**config.mk**
```make
export PLATFORM = sky130hd
export DESIGN_NAME = tri_frame_assembler
export DESIGN_NICKNAME = d
export VERILOG_FILES = /design/src/rtl/tri_frame_assembler_pkg.sv /design/src/rtl/tri_frame_assembler.sv
export SDC_FILE = /design/constraint.sdc
export NUM_CORES = 1
export LEC_CHECK = 0
export CAP_MARGIN = 20
export CORE_UTILIZATION = 48
export DETAILED_ROUTE_END_ITERATION = 12
export PLACE_DENSITY = 0.74
export SLEW_MARGIN = 0
export SYNTH_ARGS = -nofsm -noshare
export SYNTH_HDL_FRONTEND = slang
export SYNTH_SLANG_ARGS = --single-unit
```
**constraint.sdc**
```tcl
create_clock -name clk -period 2.15 [get_ports clk]
set_input_delay 0.3225 -clock clk [delete_from_list [all_inputs] [get_ports clk]]
set_output_delay 0.3225 -clock clk [all_outputs]
set_load 0.03 [all_outputs]
```
**src/rtl/tri_frame_assembler_pkg.sv**
```systemverilog
// Shared definitions for the point-in-triangle front end.
//   COORD_W      : coordinate word width, also imported by the downstream checker
//   FRAME_WORDS  : words per test case (x0 y0 x1 y1 x2 y2 x3 y3)
//   IDX_*        : position of each coordinate within a frame
//   state_e      : assembler FSM encoding
package tri_frame_assembler_pkg;

  localparam int unsigned COORD_W     = 12;
  localparam int unsigned FRAME_WORDS = 8;
  localparam int unsigned IDX_W       = $clog2(FRAME_WORDS);

  localparam int unsigned IDX_X0 = 0;
  localparam int unsigned IDX_Y0 = 1;
  localparam int unsigned IDX_X1 = 2;
  localparam int unsigned IDX_Y1 = 3;
  localparam int unsigned IDX_X2 = 4;
  localparam int unsigned IDX_Y2 = 5;
  localparam int unsigned IDX_X3 = 6;
  localparam int unsigned IDX_Y3 = 7;

  typedef enum logic {
    COLLECT = 1'b0,
    WAIT    = 1'b1
  } state_e;

endpackage

```
**src/rtl/tri_frame_assembler.sv**
```systemverilog
// Serial-to-parallel frame assembler: gathers eight coordinate words into one
// frame and hands it to the checker over valid/ready.
//   clk, rst_n            : clock, synchronous active-low reset
//   in_data/valid/last    : serial coordinate stream, in_last marks word 7 (y3)
//   in_ready              : word accepted this cycle when in_valid is also high
//   out_x0..out_y3        : frame fields, stable while out_valid && !out_ready
//   out_valid/out_ready   : frame handshake
//   frame_err             : one-cycle pulse when in_last disagrees with position
//   frame_cnt             : count of consumed frames, wraps
module tri_frame_assembler
  import tri_frame_assembler_pkg::*;
#(
  parameter int unsigned W     = COORD_W,
  parameter int unsigned CNT_W = 16
) (
  input  logic             clk,
  input  logic             rst_n,
  input  logic [W-1:0]     in_data,
  input  logic             in_valid,
  input  logic             in_last,
  output logic             in_ready,
  output logic [W-1:0]     out_x0,
  output logic [W-1:0]     out_y0,
  output logic [W-1:0]     out_x1,
  output logic [W-1:0]     out_y1,
  output logic [W-1:0]     out_x2,
  output logic [W-1:0]     out_y2,
  output logic [W-1:0]     out_x3,
  output logic [W-1:0]     out_y3,
  output logic             out_valid,
  input  logic             out_ready,
  output logic             frame_err,
  output logic [CNT_W-1:0] frame_cnt
);

  localparam logic [IDX_W-1:0] LAST_IDX = IDX_W'(IDX_Y3);

  state_e                        state_q, state_d;
  logic [IDX_W-1:0]              idx_q, idx_d;
  logic [FRAME_WORDS-1:0][W-1:0] word_q, word_d;
  logic [FRAME_WORDS-1:0][W-1:0] out_q, out_d;
  logic                          out_valid_q, out_valid_d;
  logic                          frame_err_q, frame_err_d;
  logic [CNT_W-1:0]              frame_cnt_q, frame_cnt_d;

  logic accept;
  logic consume;
  logic slot_free;
  logic at_last;

  // in_ready must drop while reset is held, hence the direct rst_n term
  assign in_ready  = rst_n && (state_q == COLLECT);
  assign accept    = in_valid && in_ready;
  assign consume   = out_valid_q && out_ready;
  assign slot_free = !out_valid_q || out_ready;
  assign at_last   = (idx_q == LAST_IDX);

  // Next-state: index counter, buffer, output slot and counter
  always_comb begin
    state_d     = state_q;
    idx_d       = idx_q;
    word_d      = word_q;
    out_d       = out_q;
    out_valid_d = out_valid_q && !out_ready;
    frame_err_d = 1'b0;
    frame_cnt_d = consume ? frame_cnt_q + CNT_W'(1) : frame_cnt_q;

    case (state_q)
      COLLECT: begin
        if (accept) begin
          // in_last must be high exactly on word 7; either mismatch drops the frame
          if (at_last != in_last) begin
            frame_err_d = 1'b1;
            idx_d       = '0;
          end else if (!at_last) begin
            word_d[idx_q] = in_data;
            idx_d         = idx_q + IDX_W'(1);
          end else if (slot_free) begin
            out_d           = word_q;
            out_d[LAST_IDX] = in_data;
            out_valid_d     = 1'b1;
            idx_d           = '0;
          end else begin
            word_d[LAST_IDX] = in_data;
            state_d          = WAIT;
          end
        end
      end
      WAIT: begin
        if (consume) begin
          out_d       = word_q;
          out_valid_d = 1'b1;
          idx_d       = '0;
          state_d     = COLLECT;
        end
      end
      default: state_d = COLLECT;
    endcase
  end

  // State register
  always_ff @(posedge clk) begin
    if (!rst_n) begin
      state_q     <= COLLECT;
      idx_q       <= '0;
      word_q      <= '0;
      out_q       <= '0;
      out_valid_q <= 1'b0;
      frame_err_q <= 1'b0;
      frame_cnt_q <= '0;
    end else begin
      state_q     <= state_d;
      idx_q       <= idx_d;
      word_q      <= word_d;
      out_q       <= out_d;
      out_valid_q <= out_valid_d;
      frame_err_q <= frame_err_d;
      frame_cnt_q <= frame_cnt_d;
    end
  end

  assign out_x0    = out_q[IDX_X0];
  assign out_y0    = out_q[IDX_Y0];
  assign out_x1    = out_q[IDX_X1];
  assign out_y1    = out_q[IDX_Y1];
  assign out_x2    = out_q[IDX_X2];
  assign out_y2    = out_q[IDX_Y2];
  assign out_x3    = out_q[IDX_X3];
  assign out_y3    = out_q[IDX_Y3];
  assign out_valid = out_valid_q;
  assign frame_err = frame_err_q;
  assign frame_cnt = frame_cnt_q;

endmodule
```
## After elaboration in Yosys (flattened, before gate mapping)

Index checks and enable logic that the tools add are counted.

| storage, ports and cells | value |
|---|---|
| flip-flop bits (word level) | 214 |
| bits in latches | 0 |
| memory bits (writable) | 0 |
| bits in read-only memories | 0 |
| output and inout port bits | 115 |
| logic and storage cells | 82 |
| memories kept | 0 |

| cells by class | value |
|---|---|
| add/sub/neg operators | 2 |
| multipliers | 0 |
| div/mod/pow operators | 0 |
| magnitude comparators | 2 |
| eq/ne operators | 9 |
| shift-type cells | 0 |
| muxes and demuxes | 30 |
| bitwise operators | 5 |
| reductions and logical operators | 13 |

Operators with widths:

| cell | number |
|---|---|
| $mux W96 | 5 |
| $pmux W96 S2 | 1 |
| $bwmux W96 | 1 |
| $demux W12 S3 | 1 |
| $mux W12 | 3 |
| $add A16 B1 Y16 const B | 1 |
| $mux W3 | 5 |
| $mux W1 | 11 |
| $ne A2 B2 Y1 const B | 5 |
| $reduce_and A4 Y1 | 2 |
| $pmux W3 S2 | 1 |
| $logic_and A1 B1 Y1 | 5 |
| $not A1 Y1 | 5 |
| $reduce_and A5 Y1 | 1 |
| $lt A3 B4 Y1 const B | 1 |
| $ne A4 B3 Y1 const B | 1 |
| $pmux W1 S2 | 2 |
| $add A3 B1 Y3 const B | 1 |
| $eq A3 B3 Y1 const B | 1 |
| $ge A3 B1 Y1 const B | 1 |
| $reduce_and A3 Y1 | 1 |
| $reduce_or A3 Y1 | 1 |
| $logic_not A1 Y1 | 2 |
| $ne A2 B1 Y1 const B | 1 |
| 2 further kinds | 2 |

## Longest topological paths before layout

Gate-level depths: netlist of run 1.

| logic depth | value |
|---|---|
| depth after elaboration | 7 |
| mapped depth | 10 |
| mapped depth without buffers | 8 |

## Worst setup path before layout of run 1

OpenSTA, ideal clock, no wires.

| timing path | value |
|---|---|
| path type | reg-to-reg |
| start | register idx_q[0] |
| end | register word_q[10] (netlist name) |
| arrival time | 2124 ps |
| data required time | 2022 ps |
| path slack | -101 ps |
| cell stages (with the launch flop) | 11 |
| path buffers | 2 |
| cell sequence | dfxtp_1 ha_1 ha_1 inv_1 ha_1 nor3b_1 or3b_1 clkbuf_1 buf_2 mux2i_1 nor2_1 |

| on the way | value |
|---|---|
| word-level cells in the longest chain between the ends | 5 |
| elaborated cells on any way between the ends | 11 |
| those cells by class | order compare (2); eq/ne (2); mux (3); bitwise (2); reduce/logical (2) |

RTL lines:

| element | RTL line | source |
|---|---|---|
| start, declared | tri_frame_assembler.sv:39 | `logic [IDX_W-1:0] idx_q, idx_d;` |
| start signal, assigned | tri_frame_assembler.sv:113 | `idx_q <= idx_d;` |
| $lt A3 B4 Y1 (implied by the code) / $ge A3 B1 Y1 (equally long branches) | tri_frame_assembler.sv:76 | `word_d[idx_q] = in_data;` |
| $logic_and A1 B1 Y1 (implied by the code) | tri_frame_assembler.sv:76 |  |
| $mux W12 (implied by the code) | tri_frame_assembler.sv:76 |  |
| $demux W12 S3 | tri_frame_assembler.sv:76 |  |
| $bwmux W96 | tri_frame_assembler.sv:76 |  |
| end signal, assigned | tri_frame_assembler.sv:114 | `word_q <= word_d;` |
| end, declared | tri_frame_assembler.sv:40 | `logic [FRAME_WORDS-1:0][W-1:0] word_q, word_d;` |

Several ways; a longest one is shown, not always the timed one.
A chain may end at the register's enable or synchronous reset.

## Final worst setup path of run 1

| timing path | value |
|---|---|
| start | register idx_q[0] |
| end | register out_q, in the netlist out_x3[4] |

| on the way | value |
|---|---|
| word-level cells in the longest chain between the ends | 4 |
| elaborated cells on any way between the ends | 5 |
| those cells by class | eq/ne (4); reduce/logical (1) |

RTL lines:

| element | RTL line | source |
|---|---|---|
| $eq A3 B3 Y1 (*) | tri_frame_assembler.sv:56 | `assign at_last = (idx_q == LAST_IDX);` |
| $ne A1 B1 Y1 | tri_frame_assembler.sv:72 | `if (at_last != in_last) begin` |
| $ne A2 B2 Y1 (no source line) | n/a |  |
| $reduce_and A5 Y1 (no source line) (*) | n/a |  |
| end signal, assigned | tri_frame_assembler.sv:115 | `out_q <= out_d;` |
| end, declared | tri_frame_assembler.sv:41 | `logic [FRAME_WORDS-1:0][W-1:0] out_q, out_d;` |

Every way passes the cells marked *; elsewhere a longest branch is shown, timed or not.

==> impl_results.md, run 1 <==
- Result of the run: completed
- Core utilization of the finished layout: 0.663
- Unique masters post-synth: 40
- Total number of vias: 6511
- Share of Yosys cell area claimed by the top area cell type: 0.535
- Flip-flop and latch count after synthesis: 214
- Count of warnings emitted by yosys: 0
- Critical Path End: out_x3[4]
- Fraction of synthesis flops using an asynchronous set or reset pin: 0
- Clock slew at reported path FFs: 0.06 ns
- Number of buffers and inverters on the critical path: 4
- Antenna viol nets, final: 0
- Wire length of the first global-routing pass: 31600 um
- Number of antenna violations at the first check in global routing: 0
- Final setup violation count: 0
- Area of the die: 17200 um^2
- Setup repair after global routing missed its margin: true
- Worst hold path class: register to register
- Boundary Pins: 132
- Detailed Route Iter0 Violations: 357
- Total nets after synthesis: 913
- Routed wire length per instance: 16.1 um
- Worst-case clock skew: 0.0102 ns
- Highest attainable clock frequency: 480 MHz
- Global-route congestion overflow total: 0
- Number of synthesized flops with an enable pin: 0
- Ratio of cells with drive above 1 in the final layout: 0.0970
- Critical Path Source: idx_q[0]
- RD Place Congestion: 0.854
- Required @ worst endpoint: 2.57 ns
- Worst IR drop on VDD: 478 uV
- Critical path start-end classification: register to register
- Largest net degree at the start of global routing: 91
- Worst Setup Slack, final: 0.0661 ns
- Total number of clock tree sinks: 214
- Design Area, Final: 10700 um^2
- H-Tree Depth: 1
- Worst-case register-to-register setup slack: 0.07 ns
- Smallest hold slack: 0.447 ns
- Core ar.: 16100 um^2
- CP Depth: 10
- Largest cells by area after synthesis: dfxtp_1 (54%), mux2i_1 (14%), nand2_1 (9.4%)
- Count of inserted antenna diode cells: 0
- Largest stage delay, worst path: 0.31 ns
- Overall power after layout: 7.92 mW
- Number of port buffers: 131
- Number of iterations in the first detailed-routing pass: 4
- Total Nets Final: 1047
- Gate count after technology mapping: 891
- Total CTS buffers: 22
- Hold Violations, Final: 0
- Commonest cells after routing, fill and taps aside: dfxtp_1 (214), nand2_1 (200), clkdlybuf4s50_1 (129)
- Largest area contributor in the synthesized netlist: dfxtp_1
- Max-slew headroom: 0.565
- Height of the chip: 131 um
- Die extent in x: 131 um
- Number of global-route vias before repair: 6096
- Highest-delay cell along the critical path: dfxtp_1
- Per-instance average area after synthesis: 8.98 um^2
- Depth of the most critical reg-to-reg path: 10
- Area growth from synthesis to final layout: 33.1%
- Pwr/cell area: 744 nW/um^2
- Number of cells in the finished layout apart from fillers: 1257
- Post-synthesis instance area: 8010 um^2
- Max-cap violations: 0
- Minimum clock period after layout: 2.08 ns
- Worst endpoint data arrival time: 2.50 ns
- Register area share after synthesis: 0.535
- Starting utilization of the core area: 0.499
- Clock insertion delay at the later pin of the skew report: 0.50 ns
- Placement row count: 46
- Actual transition at the worst max-transition pin: 0.650 ns
- Residual DRC count: 0
- Worst-case setup slack after placement: 0.0155 ns
- DP Area: 9790 um^2
- GRT Util Overall: 0.225
- Max-slew violation count: 0
- CTS tree: yes
- Beginning of the worst register-to-register path: idx_q[0]
- Capture point of the worst reg-to-reg path: out_x3[4]
- Post-synth top flop: dfxtp_1
- Post-detailed-routing wire length: 20200 um
- Fin crit share: 0.969
- Top Family by Delay on Critical Path: buffers and inverters
- CP Launch Type: register
- Endpoint type of the worst setup path: register
- Leakage power figure: 3.86 nW
- Detail-routed via count per cell: 5.18
- Longest Clk Path Bufs: 3
- Crit path cell chain: ha_2 > buf_4 > ha_2 > xor2_2 > o31ai_4 > buf_4 > buf_6 > buf_8 > nand2_1 > a21oi_1
- Detailed-placement wirelength estimate: 12600 um
- Most common library cell in the layout ignoring fill and taps: dfxtp_1
- Dpl cells: 1210
- Clk Tree Root Cell: clkbuf_16
- Max FO, Critical Path: 16
- Sum Neg Setup Slack: 0 ns
-- cells by family (layout without fill, tap and decap cells) --
logic type | after synthesis | in the layout | synth area share
muxes | 110 | 110 | 0.138
buffers and inverters | 75 | 225 | 0.0399
DFF | 214 | 214 | 0.535
adders and majority gates | 5 | 5 | 0.00781
xor gates and xnor gates | 12 | 12 | 0.0131
and+or+nand+nor | 361 | 361 | 0.187
AOI/OAI and AO/OA | 114 | 114 | 0.0796
-- tightest hold or removal path, delay by kind of cell, from the launching register on --
kind	cells	cell delay, ns
AOI/OAI and AO/OA	1	0.05
DFF	1	0.30
and+or+nand+nor	1	0.05
-- final cells by class --
type | count | area, um^2
Tap cell | 216 | 270
Inverter | 5 | 23.8
Clock inverter | 4 | 22.5
Sequential cell | 214 | 4280
Multi-Input combinational cell | 602 | 3480
Timing Repair Buffer | 180 | 1890
Clock buffer | 36 | 684
Fill cell | 1260 | 5410
-- power breakdown --
part	total [mW]	switching, mW	internal (mW)
clock network	3.67	1.49	2.17
registers	3.98	0.00634	3.98
logic	0.274	0.179	0.0950
-- how the worst min path moves through the flow --
| stage | cells past startpoint | end | slack (ns) | from |
|---|---|---|---|---|
| 2_1_floorplan | 2 | out_x1[0] | 0.44 | word_q[24] |
| 3_3_place_gp | 2 | out_x0[6] | 0.44 | out_x0[6] |
| 3_5_place_dp | 2 | out_y0[10] | 0.44 | out_y0[10] |
| 4_1_cts | 2 | out_x1[10] | 0.45 | out_x1[10] |
| 5_1_grt | 2 | word_q[92] | 0.47 | word_q[92] |
| 6_report | 2 | out_y1[10] | 0.45 | out_y1[10] |
-- synthesized netlist by cell type, types with 2 or more instances --
cell type  number
a211oi_1       12
a21oi_1        89
and4_1          3
buf_1           4
buf_2          15
buf_4           5
clkbuf_1       46
dfxtp_1       214
ha_1            5
inv_1           4
mux2i_1       110
nand2_1       201
nand2b_1        2
nand3_1        11
nand3b_1        4
nand4_1         7
nand4b_1        2
nor2_1        110
nor2b_1         2
nor3_1          4
nor4_1          3
o21ai_0         7
or2_2           2
or3_1           3
xnor2_1         2
xor2_1         10
-- registers in the layout, summed over array words and instances, names as in the netlist, 3 cells and up --
name	count
out_y3	12
out_x3	12
word_q	96
out_x0	12
idx_q	3
out_y0	12
frame_cnt	16
out_x1	12
out_y1	12
out_y2	12
out_x2	12
-- what timing repair did --
item	CTS	global route
gates cloned	1	2
setup endpoints to repair	4	68
pin swaps	1	1
hold buffers	0	0
setup buffers	3	2
gates resized for setup	6	12
-- layer usage --
layer	wire length [um]	vias to the layer above	GRT usage
li1	-	3225	-
met3	1170	38	0.0401
met5	0	-	0
met2	9340	187	0.365
met4	493	0	0.0758
met1	9210	3061	0.302
No activity file was read; power rests on OpenSTA's default activity.
==> run 2, diff against run 1 <==
--- a/config.mk
+++ b/config.mk
@@ -5,7 +5,6 @@
 export SDC_FILE = /design/constraint.sdc
 export NUM_CORES = 1
 export LEC_CHECK = 0
-export CAP_MARGIN = 20
 export CORE_UTILIZATION = 48
 export DETAILED_ROUTE_END_ITERATION = 12
 export PLACE_DENSITY = 0.74
==> results of run 2 <==
Final layout, timing and power as in run 1 (identical DEF).
==> run 3, diff against run 2 <==
--- a/config.mk
+++ b/config.mk
@@ -5,9 +5,11 @@
 export SDC_FILE = /design/constraint.sdc
 export NUM_CORES = 1
 export LEC_CHECK = 0
-export CORE_UTILIZATION = 48
+export CORE_MARGIN = 4
+export CORE_UTILIZATION = 50
+export CTS_BUF_LIST = sky130_fd_sc_hd__clkbuf_4
 export DETAILED_ROUTE_END_ITERATION = 12
-export PLACE_DENSITY = 0.74
+export PLACE_DENSITY = 0.77
 export SLEW_MARGIN = 0
 export SYNTH_ARGS = -nofsm -noshare
 export SYNTH_HDL_FRONTEND = slang
==> impl_results.md, run 3 (synthesis results as in run 1) <==
- Area growth from synthesis to final layout: 30.8%
- DP Area: 9740 um^2
- Routed wire length per instance: 15.5 um
- Setup repair after global routing missed its margin: true
- Minimum clock period after layout: 2.05 ns
- Clk Tree Root Cell: clkbuf_4
- Highest attainable clock frequency: 488 MHz
- CTS tree: yes
- Endpoint type of the worst setup path: register
- Placement row count: 45
- Core ar.: 15400 um^2
- Worst-case clock skew: 0.0463 ns
- Detailed Route Iter0 Violations: 394
- Clock insertion delay at the later pin of the skew report: 0.65 ns
- Commonest cells after routing, fill and taps aside: dfxtp_1 (214), nand2_1 (200), clkdlybuf4s50_1 (125)
- Register with the most flip-flops: word_q
- Total number of clock tree sinks: 214
- Height of the chip: 135 um
- Number of cells in the finished layout apart from fillers: 1299
- Overall power after layout: 7.43 mW
- Longest Clk Path Bufs: 3
- Pwr/cell area: 710 nW/um^2
- Actual transition at the worst max-transition pin: 0.685 ns
- H-Tree Depth: 2
- Critical Path Source: idx_q[0]
- RD Place Congestion: 0.907
- Area of the die: 18100 um^2
- Worst endpoint data arrival time: 2.53 ns
- Hold Violations, Final: 0
- Max-cap violations: 0
- Fin crit share: 0.954
- Max-slew headroom: 0.544
- Result of the run: completed
- Dpl cells: 1203
- Design Area, Final: 10500 um^2
- Max FO, Critical Path: 12
- Clock slew at reported path FFs: 0.06 ns
- Wire length of the first global-routing pass: 32100 um
- Starting utilization of the core area: 0.519
- Critical path start-end classification: register to register
- Number of global-route vias before repair: 6382
- Die extent in x: 135 um
- Residual DRC count: 0
- Required @ worst endpoint: 2.62 ns
- Number of fill cells in the layout: 1270
- Global-route congestion overflow total: 0
- Leakage power figure: 3.91 nW
- Detail-routed via count per cell: 5.12
- Max-slew violation count: 0
- Core utilization of the finished layout: 0.679
- Number of port buffers: 131
- Post-detailed-routing wire length: 20100 um
- Total CTS buffers: 54
- Count of inserted antenna diode cells: 0
- Number of antenna violations at the first check in global routing: 0
- Final setup violation count: 0
- Worst hold path class: register to register
- Most common library cell in the layout ignoring fill and taps: dfxtp_1
- Largest net degree at the start of global routing: 149
- Total number of vias: 6647
- Min-delay src: word_q[73]
- CP Launch Type: register
- Total Nets Final: 1076
- Antenna viol nets, final: 0
- Smallest hold slack: 0.444 ns
- Beginning of the worst register-to-register path: idx_q[0]
- Boundary Pins: 132
- Ratio of cells with drive above 1 in the final layout: 0.132
- GRT Util Overall: 0.219
- Number of iterations in the first detailed-routing pass: 4
- Detailed-placement wirelength estimate: 12800 um
- Worst IR drop on VDD: 364 uV
- Number of flip-flops in the largest register: 96
[run 3: repair_timing]
item | CTS | global route
hold buffers | 0 | 0
pin swaps | 1 | 3
endpoints found under the setup margin | 21 | 65
setup buffers | 6 | 0
resized for setup | 9 | 6
[run 3: path summary, 6_finish.rpt]
kind / end / slack, ns / cells past startpoint
max: word_q[1] / 0.1 / 9
min: out_x3[1] / 0.44 / 2
max reg2reg: word_q[1] / 0.1 / 9
min reg2reg: out_x3[1] / 0.44 / 2
[run 3: report_power, final]
group          internal [mW]  total, mW  switching (mW)
logic                 0.0938      0.272           0.178
clock network           1.65       3.18            1.52
registers               3.98       3.98         0.00635
total                   5.72       7.43            1.71
[run 3: worst max-delay path, stage by stage (launching register included)]
cell and delay (ns):
dfxtp_1 0.31, ha_2 0.19, ha_2 0.17, inv_2 0.05, ha_2 0.17, nor3b_2 0.20, or3b_1 0.38, buf_6 0.18
mux2i_1 0.16, nor2_1 0.06
[run 3: cell type report]
type	count	area [um^2]	area share
inverter	5	23.8	0.00227
clock buffer	78	586	0.0559
multi-input combinational	602	3450	0.330
clock inverter	12	51.3	0.00490
timing repair buffer	177	1810	0.173
tap	211	264	0.0252
sequential	214	4280	0.409
[run 3: per-layer routing]
metal  GRT usage  part of all wire  vias up
li1            -                 -     3309
met1       0.302              0.47     3100
met2       0.338              0.45      203
met3      0.0484             0.057       35
met4      0.0826             0.022        0
met5           0                 0        -
[run 3: stage by stage]
step,TNS (ns),worst slack [ns]
after floorplan,0,0.00838
after global placement,0,0.0180
after detailed placement,-0.781,-0.0448
after CTS,0,0.00649
after global routing,-0.252,-0.0526
final,0,0.0996
